**src/rtl/exe_issue_ctrl.sv**
```systemverilog
// rtl/exe_issue_ctrl.sv - issue gating between decode and exe_stage
// RAW scoreboard, in-flight limit and one-cycle flush/redirect after a taken jump.
module exe_issue_ctrl #(
   parameter int DEPTH = 3
) (
   input  logic        clk,
   input  logic        rst,
   input  logic        i_id_req,
   output logic        o_id_ack,
   input  logic [4:0]  i_id_rs1,
   input  logic [4:0]  i_id_rs2,
   input  logic        i_id_rs1_ren,
   input  logic        i_id_rs2_ren,
   input  logic [4:0]  i_id_rd,
   input  logic        i_id_rd_wen,
   output logic        o_ex_decoded_req,
   input  logic        i_ex_executed_req,
   input  logic        i_ex_pc_jmp,
   input  logic [63:0] i_ex_pc_jmpaddr,
   input  logic        i_wb_retire,
   output logic        o_redirect,
   output logic [63:0] o_redirect_pc,
   output logic        o_busy,
   output logic [31:0] o_stall_cnt
);

   localparam logic [0:0] S_RUN   = 1'b0;
   localparam logic [0:0] S_FLUSH = 1'b1;
   localparam logic [2:0] LAST    = 3'(DEPTH - 1);
   localparam logic [2:0] DEPTH_C = 3'(DEPTH);

   logic [0:0]  state_q;
   logic [7:0]  occ_q;
   logic [7:0]  wr_q;
   logic [4:0]  rd_q [8];
   logic [2:0]  head_q;
   logic [2:0]  tail_q;
   logic [2:0]  count_q;
   logic [63:0] pc_q;
   logic [31:0] stall_cnt_q;

   logic hazard;
   logic jmp_now;
   logic run;
   logic issue;
   logic retire;

   function automatic logic [2:0] nxt(input logic [2:0] p);
      return (p == LAST) ? 3'd0 : p + 3'd1;
   endfunction

   // Slots are tagged occupied, so the head entry retiring this cycle still blocks.
   always_comb begin
      hazard = 1'b0;
      for (int i = 0; i < 8; i++) begin
         if (occ_q[i] && wr_q[i] &&
             ((i_id_rs1_ren && i_id_rs1 != 5'd0 && i_id_rs1 == rd_q[i]) ||
              (i_id_rs2_ren && i_id_rs2 != 5'd0 && i_id_rs2 == rd_q[i])))
            hazard = 1'b1;
      end
      hazard = hazard & i_id_req;
   end

   assign jmp_now = i_ex_executed_req & i_ex_pc_jmp;
   assign run     = (state_q == S_RUN);
   assign issue   = !rst && run && i_id_req && !hazard && (count_q < DEPTH_C) && !jmp_now;
   assign retire  = i_wb_retire && (count_q != 3'd0);

   always_ff @(posedge clk) begin
      if (rst) begin
         state_q     <= S_RUN;
         occ_q       <= '0;
         wr_q        <= '0;
         head_q      <= '0;
         tail_q      <= '0;
         count_q     <= '0;
         pc_q        <= '0;
         stall_cnt_q <= '0;
      end else begin
         if (run && jmp_now) begin
            state_q <= S_FLUSH;
            pc_q    <= i_ex_pc_jmpaddr;
         end else if (!run) begin
            state_q <= S_RUN;
         end
         if (run && hazard && !jmp_now)
            stall_cnt_q <= stall_cnt_q + 32'd1;
         if (retire) begin
            occ_q[head_q] <= 1'b0;
            head_q        <= nxt(head_q);
         end
         if (issue) begin
            occ_q[tail_q] <= 1'b1;
            wr_q[tail_q]  <= i_id_rd_wen && (i_id_rd != 5'd0);
            tail_q        <= nxt(tail_q);
         end
         case ({issue, retire})
            2'b10:   count_q <= count_q + 3'd1;
            2'b01:   count_q <= count_q - 3'd1;
            default: count_q <= count_q;
         endcase
      end
   end

   always_ff @(posedge clk) begin
      if (issue)
         rd_q[tail_q] <= i_id_rd;
   end

   assign o_id_ack         = issue;
   assign o_ex_decoded_req = issue;
   assign o_redirect       = (state_q == S_FLUSH);
   assign o_redirect_pc    = pc_q;
   assign o_busy           = (count_q != 3'd0);
   assign o_stall_cnt      = stall_cnt_q;

endmodule

```
**config.mk**
```make
export PLATFORM = sky130hd
export DESIGN_NAME = exe_issue_ctrl
export DESIGN_NICKNAME = d
export VERILOG_FILES = /design/src/rtl/exe_issue_ctrl.sv
export SDC_FILE = /design/constraint.sdc
export NUM_CORES = 1
export LEC_CHECK = 0
export ABC_AREA = 1
export CORE_MARGIN = 3
export CORE_UTILIZATION = 45
export DETAILED_ROUTE_END_ITERATION = 7
export GPL_ROUTABILITY_DRIVEN = 0
export PLACE_DENSITY = 0.71
export SYNTH_ARGS = -nofsm -noshare
export SYNTH_HDL_FRONTEND = slang
export SYNTH_SLANG_ARGS = --single-unit
```
**constraint.sdc**
```tcl
create_clock -name clk -period 6.5 [get_ports clk]
set_clock_uncertainty 0.1 [all_clocks]
set_input_delay 0.975 -clock clk [delete_from_list [all_inputs] [get_ports clk]]
set_output_delay 0.975 -clock clk [all_outputs]
set_load 0.01 [all_outputs]
```
=== Word-level counts from Yosys, hierarchy flattened ===
Memories as Yosys holds them, arrays and structs flattened.
Cells that the tools add are included.

* Add/sub/neg operators: 5
* $mul: 0
* Div/mod/pow operators: 0
* Magnitude comparators: 5
* Eq/ne operators: 20
* Shift-type cells: 0
* Muxes and demuxes: 22
* Bitwise logic cells: 6
* Reduce and logical (&&, ||, !) cells: 62

{| class="wikitable"
|+ Operators with widths
! operator !! count
|-
| $eq A5 B5 Y1 || 16
|-
| $logic_and A1 B1 Y1 || 46
|-
| $add A32 B1 Y32 const B || 1
|-
| $mux W8 || 3
|-
| $reduce_bool A5 Y1 || 3
|-
| $mux W1 || 13
|-
| $add A3 B1 Y3 const B || 3
|-
| $and A8 B8 Y8 || 1
|-
| $bwmux W8 || 1
|-
| $logic_or A1 B1 Y1 || 8
|-
| $lt A3 B4 Y1 const B || 2
|-
| $not A8 Y8 || 1
|-
| $or A8 B8 Y8 || 1
|-
| $demux W1 S3 || 2
|-
| $eq A3 B2 Y1 const B || 2
|-
| $ge A3 B1 Y1 const B || 2
|-
| $mux W3 || 2
|-
| $pmux W3 S2 || 1
|-
| $logic_not A1 Y1 || 3
|-
| $lt A3 B2 Y1 const B || 1
|-
| $reduce_bool A3 Y1 || 1
|-
| $sub A3 B1 Y3 const B || 1
|-
| $and A1 B1 Y1 || 2
|-
| $eq A2 B1 Y1 const B || 1
|-
| other kinds (3) || 3
|}

* Register bits after elaboration: 122
* Bits in latches: 0
* Bits in writable memories: 40
* Bits in read-only memories: 0
* Output and inout port bits: 100
* Word-level logic and storage cells: 129
* Memories: 1

{| class="wikitable"
|+ Memories
! memory !! words !! bits a word !! rd ports !! clocked after memory_dff !! wr ports !! line !! text
|-
| rd_q || 8 || 5 || 8 || 0 || 1 || 35 || <nowiki>logic [4:0] rd_q [8];</nowiki>
|}

=== Longest topological paths before layout ===
Gate-level depths: netlist (run 1).

* Word-level depth: 20
* Gate-level depth with buffers: 21

=== Worst setup path before layout (run 1) ===
OpenSTA, ideal clock, no wires.

* Kind: input-to-output
* Start point: input port i_id_rs2[4]
* End point: output port o_id_ack
* Arrival time: 2330 ps
* Required time: 5425 ps
* Setup slack: 3095 ps
* Stages on the path: 15
* Cell sequence: buf_4 -> nor2_4 -> nand3_2 -> nand2_2 -> inv_2 -> nand3_1 -> nand2_1 -> nand2_1 -> nand2_1 -> nor2_2 -> nand2_4 -> nand2_8 -> nand2_4 -> inv_1 -> buf_4

* Cells in the longest elaborated chain, start to end: 18
* Elaborated cells on any way between the ends: 47

{| class="wikitable"
|+ RTL lines
! element !! line !! text
|-
| start: declaration || 11 || <nowiki>input logic [4:0] i_id_rs2,</nowiki>
|-
| $reduce_bool A5 Y1 || 58 || <nowiki>(i_id_rs2_ren && i_id_rs2 != 5'd0 && i_id_rs2 == rd_q[i])))</nowiki>
|-
| $logic_and A1 B1 Y1 (2 in series) || 58 ||
|-
| $logic_or A1 B1 Y1 || 57 || <nowiki>((i_id_rs1_ren && i_id_rs1 != 5'd0 && i_id_rs1 == rd_q[i]) ||</nowiki>
|-
| $logic_and A1 B1 Y1 || 56 || <nowiki>if (occ_q[i] && wr_q[i] &&</nowiki>
|-
| $mux W1 (7 in series) || 56 ||
|-
| $mux W1 * || 56 ||
|-
| $and A1 B1 Y1 * || 61 || <nowiki>hazard = hazard & i_id_req;</nowiki>
|-
| $logic_not A1 Y1 * || 66 || <nowiki>assign issue = !rst && run && i_id_req && !hazard && (count_q < DEPTH_C) && !jmp_now;</nowiki>
|-
| $logic_and A1 B1 Y1 * (3 in series) || 66 ||
|-
| end: declaration || 9 || <nowiki>output logic o_id_ack,</nowiki>
|}

Mark *: on every way between the ends. The rest lies on a longest branch, timed or not.

=== Final worst setup path (run 1) ===
Same ends and word-level chain as after synthesis.

==> results of run 1 <==
-- sequential cells by signal (all words and copies together), names as in the netlist, 3 cells and up --
register	cells
o_redirect_pc	64
count_q	3
occ_q	8
o_stall_cnt	32
tail_q	3
head_q	3
rd_q	40
wr_q	8
-- tightest hold or removal path, cell delays in order, from the launching register on --
cell and delay (ns):
dfxtp_1 0.31, nand2_1 0.06, a21oi_1 0.06
-- logic make-up after synthesis --
logic type	share of synthesized area [%]
fa+ha+maj	0.565
xor+xnor	11.1
compound gates	8.42
flops	45.7
simple gates	27.5
buf+inv	6.76
-- layer usage --
layer  vias to the layer above  GRT usage (%)  part of all wire (%)
met1                      3272           29.3                    45
li1                       3601              -                     -
met2                       271           33.0                    44
met5                         -              0                     0
met4                         0           6.33                   2.0
met3                        40           7.90                   8.9
-- how the worst min path moves through the flow --
stage                           to  slack [ns]  depth (start not counted)                start
6_report       occ_q[6]$_SDFF_PP0_        0.37                          2  occ_q[6]$_SDFF_PP0_
5_1_grt        occ_q[6]$_SDFF_PP0_        0.39                          2  occ_q[6]$_SDFF_PP0_
4_1_cts        occ_q[6]$_SDFF_PP0_        0.37                          2  occ_q[6]$_SDFF_PP0_
3_5_place_dp   occ_q[6]$_SDFF_PP0_        0.36                          2  occ_q[6]$_SDFF_PP0_
3_3_place_gp   occ_q[1]$_SDFF_PP0_        0.35                          2  occ_q[1]$_SDFF_PP0_
2_1_floorplan  occ_q[1]$_SDFF_PP0_        0.34                          2  occ_q[1]$_SDFF_PP0_
-- power by group through the flow --
stage          combinational [W]  clock [W]  sequential (W)
2_1_floorplan           0.000149          0         0.00113
3_3_place_gp            0.000310          0         0.00112
3_5_place_dp            0.000312          0         0.00112
4_1_cts                 0.000314    0.00105         0.00110
5_1_grt                 0.000347    0.00109         0.00110
6_report                0.000312    0.00103         0.00110
-- synth_stat cells --
cell type and number:
nor2_1 213, nand2_1 174, dfxtp_1 122, o21ai_0 74, inv_1 64, xor2_1 63
a21oi_1 52, edfxtp_1 40, xnor2_1 38, nand4_1 35, clkbuf_1 29, nand3_1 27
nor3_1 21, buf_4 10, nand3_2 9, buf_6 8, nor4_1 7, nor2_2 4
or2_0 3, or2_2 3, buf_1 2, buf_2 2, ha_1 2, inv_2 2
nand2_4 2, a2111oi_4 1, fa_1 1, nand2_2 1, nand2_8 1, nand3_4 1
nor2_4 1, nor3b_1 1, o21ai_1 1, o41ai_1 1
-- stage by stage --
stage / power (W) / hold slack (ns) / utilization, %
2_1_floorplan: 0.00128 / 0.343 / -
3_3_place_gp: 0.00143 / 0.352 / 57.1
3_5_place_dp: 0.00143 / 0.360 / 57.1
4_1_cts: 0.00246 / 0.369 / 60.6
5_1_grt: 0.00254 / 0.386 / 60.6
6_report: 0.00243 / 0.367 / 60.6
-- layout make-up --
class / instances / share of cell area [%]
inverters: 66 / 2.36
multi-input cells: 736 / 36.3
well taps: 225 / 2.69
clock buffers: 17 / 4.06
flip-flops and latches: 162 / 34.8
clock inverters: 15 / 1.72
repair buffers: 191 / 18.1
==> out/metrics.csv, run 1 <==
stage;metric;value;unit
setup_path;critPathCaptureType;output port;
layout;seq_area;0.00364;mm²
layout;syn_to_final_growth;31.4;%
power_and_ir_drop;power.internal;0.00183;W
global_route;grt_use_total;21.7;%
power_and_ir_drop;clock_power_share;42.1;%
setup_path;critPathArrivalTime;3.83;ns
yosys;yosysSeqAreaShare;45.7;%
route;via_count;7184;
global_route;gr-total-overflow;0;
power_and_ir_drop;switching_share;24.9;%
global_route;first_global_vias;6860;
setup_path;r2r-start;rd_q[5][3]$_DFFE_PP_;
setup_path;cp-endpoint;o_id_ack;
route;postRouteAntennaNets;0;
layout;layout_commonest_cell;nor2_1;
sta;finalHoldViolCount;0;
yosys;yosys.area.top_type_share;30.6;%
setup_path;path_common_cell;nand2_1;
placed_design;io_buffers;187;
setup_path;cpLargestDelayFamily;buffers and inverters;
power_and_ir_drop;pwr_density_cell;232;mW/mm²
clock_tree;cts_root_buf;clkbuf_16;
layout;multi_input_area;0.00381;mm²
setup_path;reg2reg_depth;17;
placed_design;placedCellCount;1380;
layout;fin_area;0.0105;mm²
status;status;complete, no violations;
clock_tree;path_clk_slew;0.06;ns
setup_path;slowest_delay;0.73;ns
setup_path;cp.buffers_inverters;4;
flow_run;cap_violations;0;
global_route;grt_start_max_net_pins;79;
yosys;synth_area_per_cell;7.86;µm²
clock_tree;cts_tree;yes;
clock_tree;clock_latency;0.42;ns
sta;final_max_slew_viol_count;0;
layout;fin_nets;1265;
yosys;yosysTopAreaCell;dfxtp_1;
setup_path;slowest_stage;clkdlybuf4s50_1;
route;drtIter0Drc;489;
layout;fillers;1571;
clock_tree;cts_buffer_depth;2;
power_and_ir_drop;seqPwrFrac;45.1;%
clock_tree;cts_resized;0;
route;wl;21.2;mm
sta;tightestPinTransition;1.10;ns
floorplanning;dieHeight;139;µm
route;first_pass_iters;5;
setup_path;cp.required;5.42;ns
route;drt-vias-per-instance;5.09;
sta;fmax;0.204;GHz
setup_path;cp_max_fo;33;
sta;setup-tns-final;0;ns
route;post_drt_wl_per_cell;15.0;µm
floorplanning;fp.dieW;139;µm
setup_path;critPathLaunchType;input port;
route;drc;0;
yosys;netlist-cell-type-count;34;
clock_tree;cts.htree.levels;4;
layout;diodes;0;
hold_path;hp-class;register to register;
floorplanning;start_util;46.1;%
power_and_ir_drop;netSwitchingPower;0.000606;W
floorplanning;coreArea;0.0173;mm²
floorplanning;fp-row-count;48;
setup_path;crit_chain;clkdlybuf4s50_1 > nor2_4 > nand3_2 > nand2_2 > inv_2 > nand3_1 > nand2_1 > nand2_1 > nand2_1 > nor2_2 > nand2_4 > nand2_8 > nand2_4 > inv_1 > clkdlybuf4s50_1;
setup_path;crit_start;i_id_rs2[4];
yosys;synth_area;0.00798;mm²
setup_path;reg2reg_to;count_q[2]$_SDFFE_PP0P_;
sta;setup_viol;0;
global_route;grt_pass1_wl;35.0;mm
yosys;syn-num-nets;1106;
yosys;yosys_warnings;0;
layout;final_cell_mix;nor2_1, clkdlybuf4s50_1, nand2_1;
power_and_ir_drop;combinationalPowerShare;12.8;%
yosys;ys_seq_elements;162;
sta;max-slew-margin-rel;26.9;%
clock_tree;cts.sinks;162;
clock_tree;post_cts_buffers;0;
floorplanning;io_pins;188;
sta;rsz0062_at_grt;no;
clock_tree;holdBufCountCts;0;
setup_path;r2r_slack;3.42;ns
sta;min_period;4.91;ns
global_route;antenna_found_initial;0;
placed_design;dp_slack;1.62;ns
power_and_ir_drop;ir_drop;0.167;mV
sta;setup_slack;1.59;ns
yosys;syn_inst;1015;
placed_design;dpl-instance-area;0.00988;mm²
layout;drive_gt1_share;5.48;%
layout;layout.cells.non_filler;1412;
setup_path;cp.depth;15;
yosys;synth.area.top_cells;dfxtp_1, edfxtp_1, nor2_1;
power_and_ir_drop;power.leakage;4.13;nW
floorplanning;dieArea;0.0194;mm²
placed_design;hpwl;15.0;mm
clock_tree;numCtsBuffers;17;
sta;min_period_over_period;75.5;%
setup_path;crit_type;input port to output port;
(Power assumes the default switching activity.)
==> run 2, diff against run 1 <==
Settings changed: PLACE_DENSITY 0.71 to 0.74.
Clock period 6.5 ns to 4.1 ns, I/O delays scaled along.
==> run 2 against run 1 <==
Flip-flop and latch count is the same. Setup slack lost 1.3 ns. Final area shrank 0.24%. Die area is the same. Hold slack gained 0.0046 ns. Wire length grew 1.2%. Combinational power grew 60%. Register-to-register slack lost 2.1 ns. Critical endpoint unchanged. Largest cell class unchanged. Highest routed layer unchanged.
==> out/metrics.csv, run 2 (synthesis results as in run 1) <==
stage;metric;value;unit;change
placed_design;hpwl;15.3;mm;+2.2%
power_and_ir_drop;pwr_density_cell;355;mW/mm²;+53%
hold_path;hp-class;register to register;;
sta;finalHoldViolCount;0;;unchanged
clock_tree;cts_root_buf;clkbuf_16;;
route;drc;0;;unchanged
flow_run;cap_violations;0;;unchanged
layout;finalCoreUtilization;60.5;%;-0.14 points
setup_path;cp_max_fo;10;;-70%
clock_tree;path_clk_slew;0.06;ns;about the same
global_route;first_global_vias;6821;;-0.57%
global_route;grt_use_total;22.0;%;+0.32 points
status;status;complete, no violations;;
floorplanning;start_util;46.1;%;unchanged
clock_tree;clock_latency;0.42;ns;about the same
layout;fillers;1537;;-2.2%
clock_tree;holdBufCountCts;0;;unchanged
layout;largest_register_ffs;64;;unchanged
route;first_pass_iters;5;;unchanged
sta;min_period;3.82;ns;
layout;seq_area;0.00364;mm²;unchanged
floorplanning;io_pins;188;;unchanged
sta;fmax;0.262;GHz;
route;wl;21.4;mm;+1.2%
layout;syn_to_final_growth;31.1;%;
setup_path;critPathLaunchType;input port;;
sta;hold_slack;0.372;ns;+0.00464 ns
sta;setup-tns-final;0;ns;unchanged
setup_path;critPathArrivalTime;3.11;ns;-0.72 ns
setup_path;r2r-start;rd_q[5][3]$_DFFE_PP_;;
sta;final_max_slew_viol_count;0;;unchanged
clock_tree;post_cts_buffers;0;;unchanged
sta;max-slew-margin-rel;27.9;%;+1.0 points
global_route;antenna_found_initial;0;;unchanged
setup_path;critPathCaptureType;output port;;
clock_tree;cts.sinks;162;;unchanged
clock_tree;cts_resized;0;;unchanged
route;post_drt_wl_per_cell;15.1;µm;+0.88%
global_route;gr-total-overflow;0;;unchanged
global_route;grt_start_max_net_pins;66;;-16%
layout;fin_nets;1269;;+0.32%
route;drtIter0Drc;598;;+22%
hold_path;worstHoldStart;occ_q[1]$_SDFF_PP0_;;
global_route;grt_pass1_wl;34.9;mm;-0.14%
clock_tree;cts_tree;yes;;
power_and_ir_drop;ir_drop;0.277;mV;+65%
setup_path;crit_start;i_id_rs2[1];;
floorplanning;dieHeight;139;µm;unchanged
placed_design;dp_slack;0.270;ns;-1.35 ns
power_and_ir_drop;power.leakage;4.13;nW;about the same
placed_design;io_buffers;187;;unchanged
floorplanning;fp.dieW;139;µm;unchanged
route;drt-vias-per-instance;5.05;;-0.74%
sta;setup_slack;0.276;ns;-1.31 ns
clock_tree;cts.htree.levels;4;;unchanged
clock_tree;numCtsBuffers;17;;unchanged
sta;tightestPinTransition;1.08;ns;-0.0170 ns
layout;layout_commonest_cell;nor2_1;;
sta;min_period_over_period;93.3;%;
layout;final_cell_mix;nor2_1, clkdlybuf4s50_1, nand2_1;;
sta;rsz0062_at_grt;no;;
layout;drive_gt1_share;5.88;%;+0.40 points
layout;multi_input_area;0.00381;mm²;unchanged
route;postRouteAntennaNets;0;;unchanged
clock_tree;cts_buffer_depth;2;;unchanged
route;via_count;7151;;-0.46%
floorplanning;coreArea;0.0173;mm²;unchanged
setup_path;cp.required;3.38;ns;-2.04 ns
sta;setup_viol;0;;unchanged
layout;diodes;0;;unchanged
setup_path;crit_type;input port to output port;;
floorplanning;dieArea;0.0194;mm²;unchanged
floorplanning;fp-row-count;48;;unchanged
-- run 2: cell type report --
| type | count | share of cell area (%) |
|---|---|---|
| inverters | 66 | 2.37 |
| multi-input cells | 736 | 36.4 |
| flip-flops and latches | 162 | 34.8 |
| repair buffers | 195 | 18.4 |
| clock buffers | 17 | 4.07 |
| well taps | 225 | 2.69 |
| clock inverters | 15 | 1.20 |
-- run 2: stage by stage --
stage	instances	cell area [µm²]	total power [W]
floorplan	1015	7980	0.00202
global placement	1384	9910	0.00227
detailed placement	1384	9910	0.00227
CTS	1416	10500	0.00376
global route	1416	10500	0.00387
finish	1416	10500	0.00371
-- run 2: routing by layer --
metal	GRT usage, %	up-vias	part of all wire, %
met2	34.2	263	45
met5	0	-	0
met4	7.57	0	2.1
met3	8.00	31	9.0
li1	-	3619	-
met1	28.6	3238	44
-- run 2: critical path, cell delays in order --
cell and delay, ns:
clkdlybuf4s50_1 0.79, inv_1 0.15, nand2_1 0.09, nand2_1 0.05, nand3_1 0.07, nor2_1 0.04
nand3_1 0.07, nand2_1 0.06, nand2_1 0.05, nand2_1 0.06, nor2_2 0.13, nand2_4 0.10
nand2_8 0.11, nand2_4 0.09, inv_1 0.09, clkdlybuf4s50_1 0.54
-- run 2: worst paths after layout --
check / endpoint / cells past startpoint / slack (ns)
worst max register to register: count_q[2]$_SDFFE_PP0P_ / 17 / 1.34
worst max-delay path: o_id_ack / 16 / 0.28
worst min-delay path: occ_q[1]$_SDFF_PP0_ / 2 / 0.37
worst min register to register: occ_q[1]$_SDFF_PP0_ / 2 / 0.37
-- run 2: power breakdown --
group | total [W] | internal, W | switching [W]
sequential | 0.00174 | 0.00170 | 0.0000395
combinational | 0.000498 | 0.000240 | 0.000259
clock | 0.00147 | 0.000790 | 0.000684
